**config.mk**
```make
export PLATFORM = sky130hd
export DESIGN_NAME = link_slave_fifo
export DESIGN_NICKNAME = d
export VERILOG_FILES = /design/src/rtl/link_slave_fifo.sv
export SDC_FILE = /design/constraint.sdc
export NUM_CORES = 1
export LEC_CHECK = 0
export BUFFER_PORTS_ARGS = -buffer_cell sky130_fd_sc_hd__buf_2
export CORE_MARGIN = 2
export CORE_UTILIZATION = 51
export CTS_BUF_LIST = sky130_fd_sc_hd__clkbuf_16
export CTS_CLUSTER_SIZE = 16
export DETAILED_ROUTE_END_ITERATION = 7
export GPL_TIMING_DRIVEN = 0
export PLACE_DENSITY = 0.79
export RECOVER_POWER = 100
export SLEW_MARGIN = 20
export SYNTH_ARGS = -nofsm -noshare
export SYNTH_HDL_FRONTEND = slang
export SYNTH_SLANG_ARGS = --single-unit
```
**constraint.sdc**
```tcl
create_clock -name clk -period 3.1 [get_ports clk]
set_clock_uncertainty 0.2 [all_clocks]
set_input_delay 0.155 -clock clk [delete_from_list [all_inputs] [get_ports clk]]
set_output_delay 0.155 -clock clk [all_outputs]
set_load 0.01 [all_outputs]
```
**src/rtl/link_slave_fifo.sv**
```systemverilog
// Receive side of a 4-phase req/ack link: captures one word per req pulse into a
// first-word-fall-through FIFO and withholds ack while the FIFO is full.
module link_slave_fifo #(
    parameter int unsigned DATA_W   = 8,
    parameter int unsigned DEPTH    = 4,
    parameter int unsigned ACK_HOLD = 2,
    parameter int unsigned CNT_W    = 16
) (
    input  logic                     clk,
    input  logic                     rst_n,
    input  logic                     req,
    input  logic [DATA_W-1:0]        data_in,
    output logic                     ack,
    output logic                     out_valid,
    input  logic                     out_ready,
    output logic [DATA_W-1:0]        out_data,
    output logic [DATA_W-1:0]        last_data,
    output logic [$clog2(DEPTH):0]   fill,
    output logic                     stall,
    output logic [CNT_W-1:0]         accept_cnt
);

    localparam int unsigned PTR_W  = $clog2(DEPTH);
    localparam int unsigned FILL_W = PTR_W + 1;
    localparam int unsigned HOLD_W = (ACK_HOLD > 1) ? $clog2(ACK_HOLD) : 1;
    localparam logic [FILL_W-1:0] FULL      = FILL_W'(DEPTH);
    localparam logic [HOLD_W-1:0] HOLD_INIT = HOLD_W'(ACK_HOLD - 1);

    typedef enum logic [1:0] {RIdle, RAckHold, RWaitReq0} state_e;

    state_e              state_q, state_d;
    logic                ack_q, ack_d;
    logic [HOLD_W-1:0]   hold_q, hold_d;
    logic [DATA_W-1:0]   mem [DEPTH];
    logic [PTR_W-1:0]    wr_ptr_q, rd_ptr_q;
    logic [FILL_W-1:0]   fill_q;
    logic [DATA_W-1:0]   last_data_q;
    logic [CNT_W-1:0]    cnt_q;
    logic                push, pop;

    always_comb begin
        state_d = state_q;
        ack_d   = ack_q;
        hold_d  = hold_q;
        push    = 1'b0;
        stall   = 1'b0;
        unique case (state_q)
            RIdle: begin
                // Full test uses occupancy before any same-cycle pop.
                if (req) begin
                    if (fill_q != FULL) begin
                        push    = 1'b1;
                        ack_d   = 1'b1;
                        hold_d  = HOLD_INIT;
                        state_d = RAckHold;
                    end else begin
                        stall = 1'b1;
                    end
                end
            end
            RAckHold: begin
                if (hold_q == '0) begin
                    state_d = RWaitReq0;
                end else begin
                    hold_d = hold_q - HOLD_W'(1);
                end
            end
            RWaitReq0: begin
                if (!req) begin
                    ack_d   = 1'b0;
                    state_d = RIdle;
                end
            end
            default: state_d = RIdle;
        endcase
    end

    assign out_valid = (fill_q != '0);
    assign pop       = out_valid & out_ready;

    always_ff @(posedge clk or negedge rst_n) begin
        if (!rst_n) begin
            state_q     <= RIdle;
            ack_q       <= 1'b0;
            hold_q      <= '0;
            wr_ptr_q    <= '0;
            rd_ptr_q    <= '0;
            fill_q      <= '0;
            last_data_q <= '0;
            cnt_q       <= '0;
        end else begin
            state_q <= state_d;
            ack_q   <= ack_d;
            hold_q  <= hold_d;
            if (push) begin
                wr_ptr_q    <= wr_ptr_q + PTR_W'(1);
                last_data_q <= data_in;
                cnt_q       <= cnt_q + CNT_W'(1);
            end
            if (pop) begin
                rd_ptr_q <= rd_ptr_q + PTR_W'(1);
            end
            case ({push, pop})
                2'b10:   fill_q <= fill_q + FILL_W'(1);
                2'b01:   fill_q <= fill_q - FILL_W'(1);
                default: fill_q <= fill_q;
            endcase
        end
    end

    // Storage is not reset; out_data is masked to zero while the FIFO is empty.
    always_ff @(posedge clk) begin
        if (push) begin
            mem[wr_ptr_q] <= data_in;
        end
    end

    assign out_data   = out_valid ? mem[rd_ptr_q] : '0;
    assign ack        = ack_q;
    assign fill       = fill_q;
    assign last_data  = last_data_q;
    assign accept_cnt = cnt_q;

endmodule

```
==> impl_summary.log <==
[metrics] status: complete, but fails checks
[metrics] failing checks: capacitance limit, slew limit
[metrics] min-delay src: out_ready
[metrics] TritonCTS clock tree: done
[metrics] switching share of power: 32.77%
[metrics] width of the die: 78.91 um
[metrics] worst max-slew margin expressed relative to the limit: -27.14%
[metrics] length in cells of the worst reg-to-reg path: 11
[metrics] synthesized area per cell: 13.89 um^2
[metrics] cell family with most CP delay: simple AND/OR/NAND/NOR gates
[metrics] cell area after synthesis: 2861 um^2
[metrics] commonest cells in the netlist: 35 x dfrtp_1, 34 x nand2_1, 32 x edfxtp_1
[metrics] crit path launch type: register
[metrics] First DRT Iteration DRCs: 83
[metrics] Total Negative Setup Slacks: 0 ps
[metrics] maximum clock frequency: 0.3562 GHz
[metrics] number of top-level design ports: 50
[metrics] number of violations of the max-capacitance limit: 1
[metrics] Post-CTS Repair Setup Buffers: 0
[metrics] share of final-layout standard cells stronger than drive strength 1: 9.609%
[metrics] post-detailed-route DRC marker count: 0
[metrics] Static Leak: 0.001450 uW
[metrics] Congestion Overflow GR: 0
[metrics] final routed wirelength across all metal layers: 5308 um
[metrics] global-route wire length before repair: 8721 um
[metrics] CP max stage cell: or3b_1
[metrics] worst slack on hold paths: 57.01 ps
[metrics] antenna cells: 0
[metrics] cell at the root of the clock tree: clkbuf_16
[metrics] worst-case setup margin in the final layout: 292.9 ps
[metrics] crit path time final: 2807 ps
[metrics] total routing resource utilization after global routing: 18.90%
[metrics] area used by multi-input combinational logic: 910.9 um^2
[metrics] depth of the CTS H-tree: 3
[metrics] area used by sequential logic in the layout: 1837 um^2
[metrics] post-route ant nets: 0
[metrics] initial core utilization: 52.29%
[metrics] Synth top area share: 33.58%
[metrics] routed wirelength normalized by instance count: 15.04 um
[metrics] area share of xor/xnor cells in the synthesized design: 6.428%
[metrics] distinct cell type count after synthesis: 36
[metrics] slew at the pin closest to its max-slew limit: 1907 ps
[metrics] per-cell via count in the routed design: 5.207
[metrics] worst hold path stage count: 3
[metrics] clock group share of total power: 28.4%
[metrics] via count of the routed design: 1838
[metrics] total net switching power: 1082 uW
[metrics] number of antenna violations at the first check in global routing: 0
[metrics] post-layout net count: 295
[metrics] pre-CTS worst setup slack: 352.3 ps
[metrics] post-route cell area: 3477 um^2
[metrics] endpoints failing hold: 0
[metrics] Reg clk slew, reported paths: 50 ps
[metrics] fraction of the mapped netlist area in compound gates: 1.574%
[metrics] number of global-route vias before repair: 1848
[metrics] critical path, cell by cell: or3b_1 > and2_1 > buf_4 > inv_1 > buf_4 > ha_1 > inv_1 > fa_1 > xor2_1 > nor2_1 > xor2_1
[metrics] top area cells in the synthesized netlist: edfxtp_1 34%, dfrtp_1 31%, mux4_2 6.3%, nand2_1 4.5%, xor2_1 3.4%
[metrics] Max Fanout on Critical Path: 10
[metrics] synthesized instance count: 206
[metrics] count of input and output buffers: 49
[metrics] Data arrival, critical path: 2850 ps
[metrics] die area: 6226 um^2
[metrics] count of standard-cell rows: 27
[metrics] most used flip-flop cell after synthesis: dfrtp_1
[metrics] RSZ-0062 raised after global routing: no
[metrics] clock tree sinks: 67
[metrics] Worst path depth: 11
[metrics] area inside the core boundary: 5473 um^2
[metrics] beginning of the worst register-to-register path: fill[0]
[metrics] Worst Setup End Kind: register
[metrics] synthesized net count: 225
[metrics] length of the first detailed-routing pass in iterations: 4
[metrics] delay contributed by the slowest stage of the critical path: 430 ps
[metrics] period utilisation layout: 90.55%
[metrics] largest net degree at the start of global routing: 36
[metrics] Worst IR Drop VDD: 0.8770 mV
[metrics] crit path buf inv count: 4
[metrics] biggest area consumer among synthesized cells: edfxtp_1
[metrics] crit path from: fill[0]
[metrics] Setup CP Type: reg -> reg
[metrics] number of flops mapped to enable cells by yosys: 32
[metrics] required time of the critical path: 3140 ps
[metrics] number of max-slew violations in the final report: 36
[metrics] Reg2Reg Setup Slack: 290 ps
[metrics] register share of total power: 40.0%
[metrics] dominant combinational cell family by area after synthesis: simple AND/OR/NAND/NOR gates
[metrics] clock buffers created by TritonCTS: 9
[metrics] mux share of post-synthesis cell area: 6.646%
[metrics] Clock Tree Buf Depth: 2
[metrics] area share of fa/ha/maj cells after synthesis: 3.323%
[metrics] path class of the lowest-slack min-delay path: in -> reg
[metrics] internal power consumption: 2220 uW
[metrics] PwrDens: 949.8 nW/um^2
[metrics] async set-or-reset flop fraction in the synthesized netlist: 52.24%
[metrics] number of filler instances in the final layout: 464
[metrics] global placer's final weighted congestion: 0.7464
[metrics] flip-flop and latch count after synthesis: 67
[metrics] Setup Viol. Count Final: 0
[metrics] die extent in y: 78.91 um
[metrics] Worst-Skew Late Latency: 320 ps
[metrics] Layout area overhead: 21.51%
[metrics] relative contribution of combinational cells to total power: 31.7%
[metrics] post-synthesis sequential area ratio: 64.19%
[metrics] most repeated cell in the gate-level netlist after synthesis: dfrtp_1
[metrics] total half-perimeter wirelength after legalization and detailed placement: 3580 um
[metrics] simple-gate share of the synthesized area: 15.22%
[metrics] instance area after placement: 3197 um^2
[metrics] synthesis warning total: 0
[final timing paths]
| path | endpoint |
|---|---|
| max | fill[2] |
| min | rd_ptr_q[0] |
| max reg2reg | fill[2] |
| min reg2reg | accept_cnt[15] |
| max in group asynchronous | last_data[0] |
| min in group asynchronous | fill[0] |
[metal layers]
metal,global-route usage (%),wire [um],vias to the layer above
li1,-,-,862
met1,23.85,2305,924
met2,31.45,2733,43
met3,4.773,179,9
met4,7.759,90,0
met5,0,0,-
[metrics by stage]
| step | total power [uW] | std cells | util, % |
|---|---|---|---|
| final | 3303 | 353 | 63.53 |
| after global routing | 3512 | 353 | 63.53 |
| after CTS | 3404 | 353 | 65.34 |
| after detailed placement | 2450 | 327 | 58.41 |
| after global placement | 2378 | 327 | 58.41 |
| after floorplan | 2050 | 206 | - |
[power groups by stage]
stage               clock network (uW)  registers (uW)  logic, uW
finish                             937            1320       1050
global route                       996            1350       1170
CTS                                949            1330       1130
detailed placement                   0            1340       1110
global placement                     0            1320       1050
floorplan                            0            1350        695
[layout by cell type (no fill, tap or decap), types with 2 or more instances in the layout]
cell type / instances
a21oi_1: 2
and2_0: 3
and2_1: 7
and3_1: 4
and4_1: 3
buf_2: 4
buf_4: 2
clkbuf_1: 50
clkbuf_16: 9
dfrtp_1: 35
dlygate4sd3_1: 10
edfxtp_1: 32
ha_1: 6
inv_1: 14
mux4_2: 8
nand2_1: 34
nand3_1: 3
nand4_1: 4
nor2_1: 7
nor3_1: 4
nor4_1: 2
o21ai_0: 2
xnor2_1: 10
xor2_1: 11
[worst reg2reg max path, delay by kind of cell, from the launching register on]
kind	cells	cell delay [ps]
XOR/XNOR	2	310
AND/OR/NAND/NOR	3	700
flip-flops	1	410
adder cells (fa/ha/maj)	2	590
buffers and inverters	4	520
[cells by family after synthesis]
| logic type | after synthesis |
|---|---|
| buffers and inverters | 17 |
| multiplexers | 9 |
| AND/OR/NAND/NOR | 77 |
| AO/OA/AOI/OAI | 8 |
| adder cells (fa/ha/maj) | 7 |
| XOR/XNOR | 21 |
| flip-flops | 67 |
[state kept, by name (all words and copies together), names as in the netlist]
signal,count
state_q,2
wr_ptr_q,2
last_data,8
hold_q,1
accept_cnt,16
fill,3
mem,32
rd_ptr_q,2
ack,1
[timing repair]
| action | 4_1_cts | 5_1_grt |
|---|---|---|
| gates resized for setup | 0 | 0 |
| endpoints found under the hold margin | 77 | 0 |
| hold buffers | 10 | 0 |
[final cells by class]
| class | count | share of cell area (%) |
|---|---|---|
| clock inverters | 7 | 1.547 |
| clock buffers | 9 | 6.477 |
| multi-input cells | 122 | 26.20 |
| well taps | 72 | 2.591 |
| plain buffers | 7 | 0.9716 |
| repair buffers | 59 | 8.312 |
| inverters | 10 | 1.080 |
| flip-flops and latches | 67 | 52.82 |
Note: power is estimated with default switching activity, not from simulation.
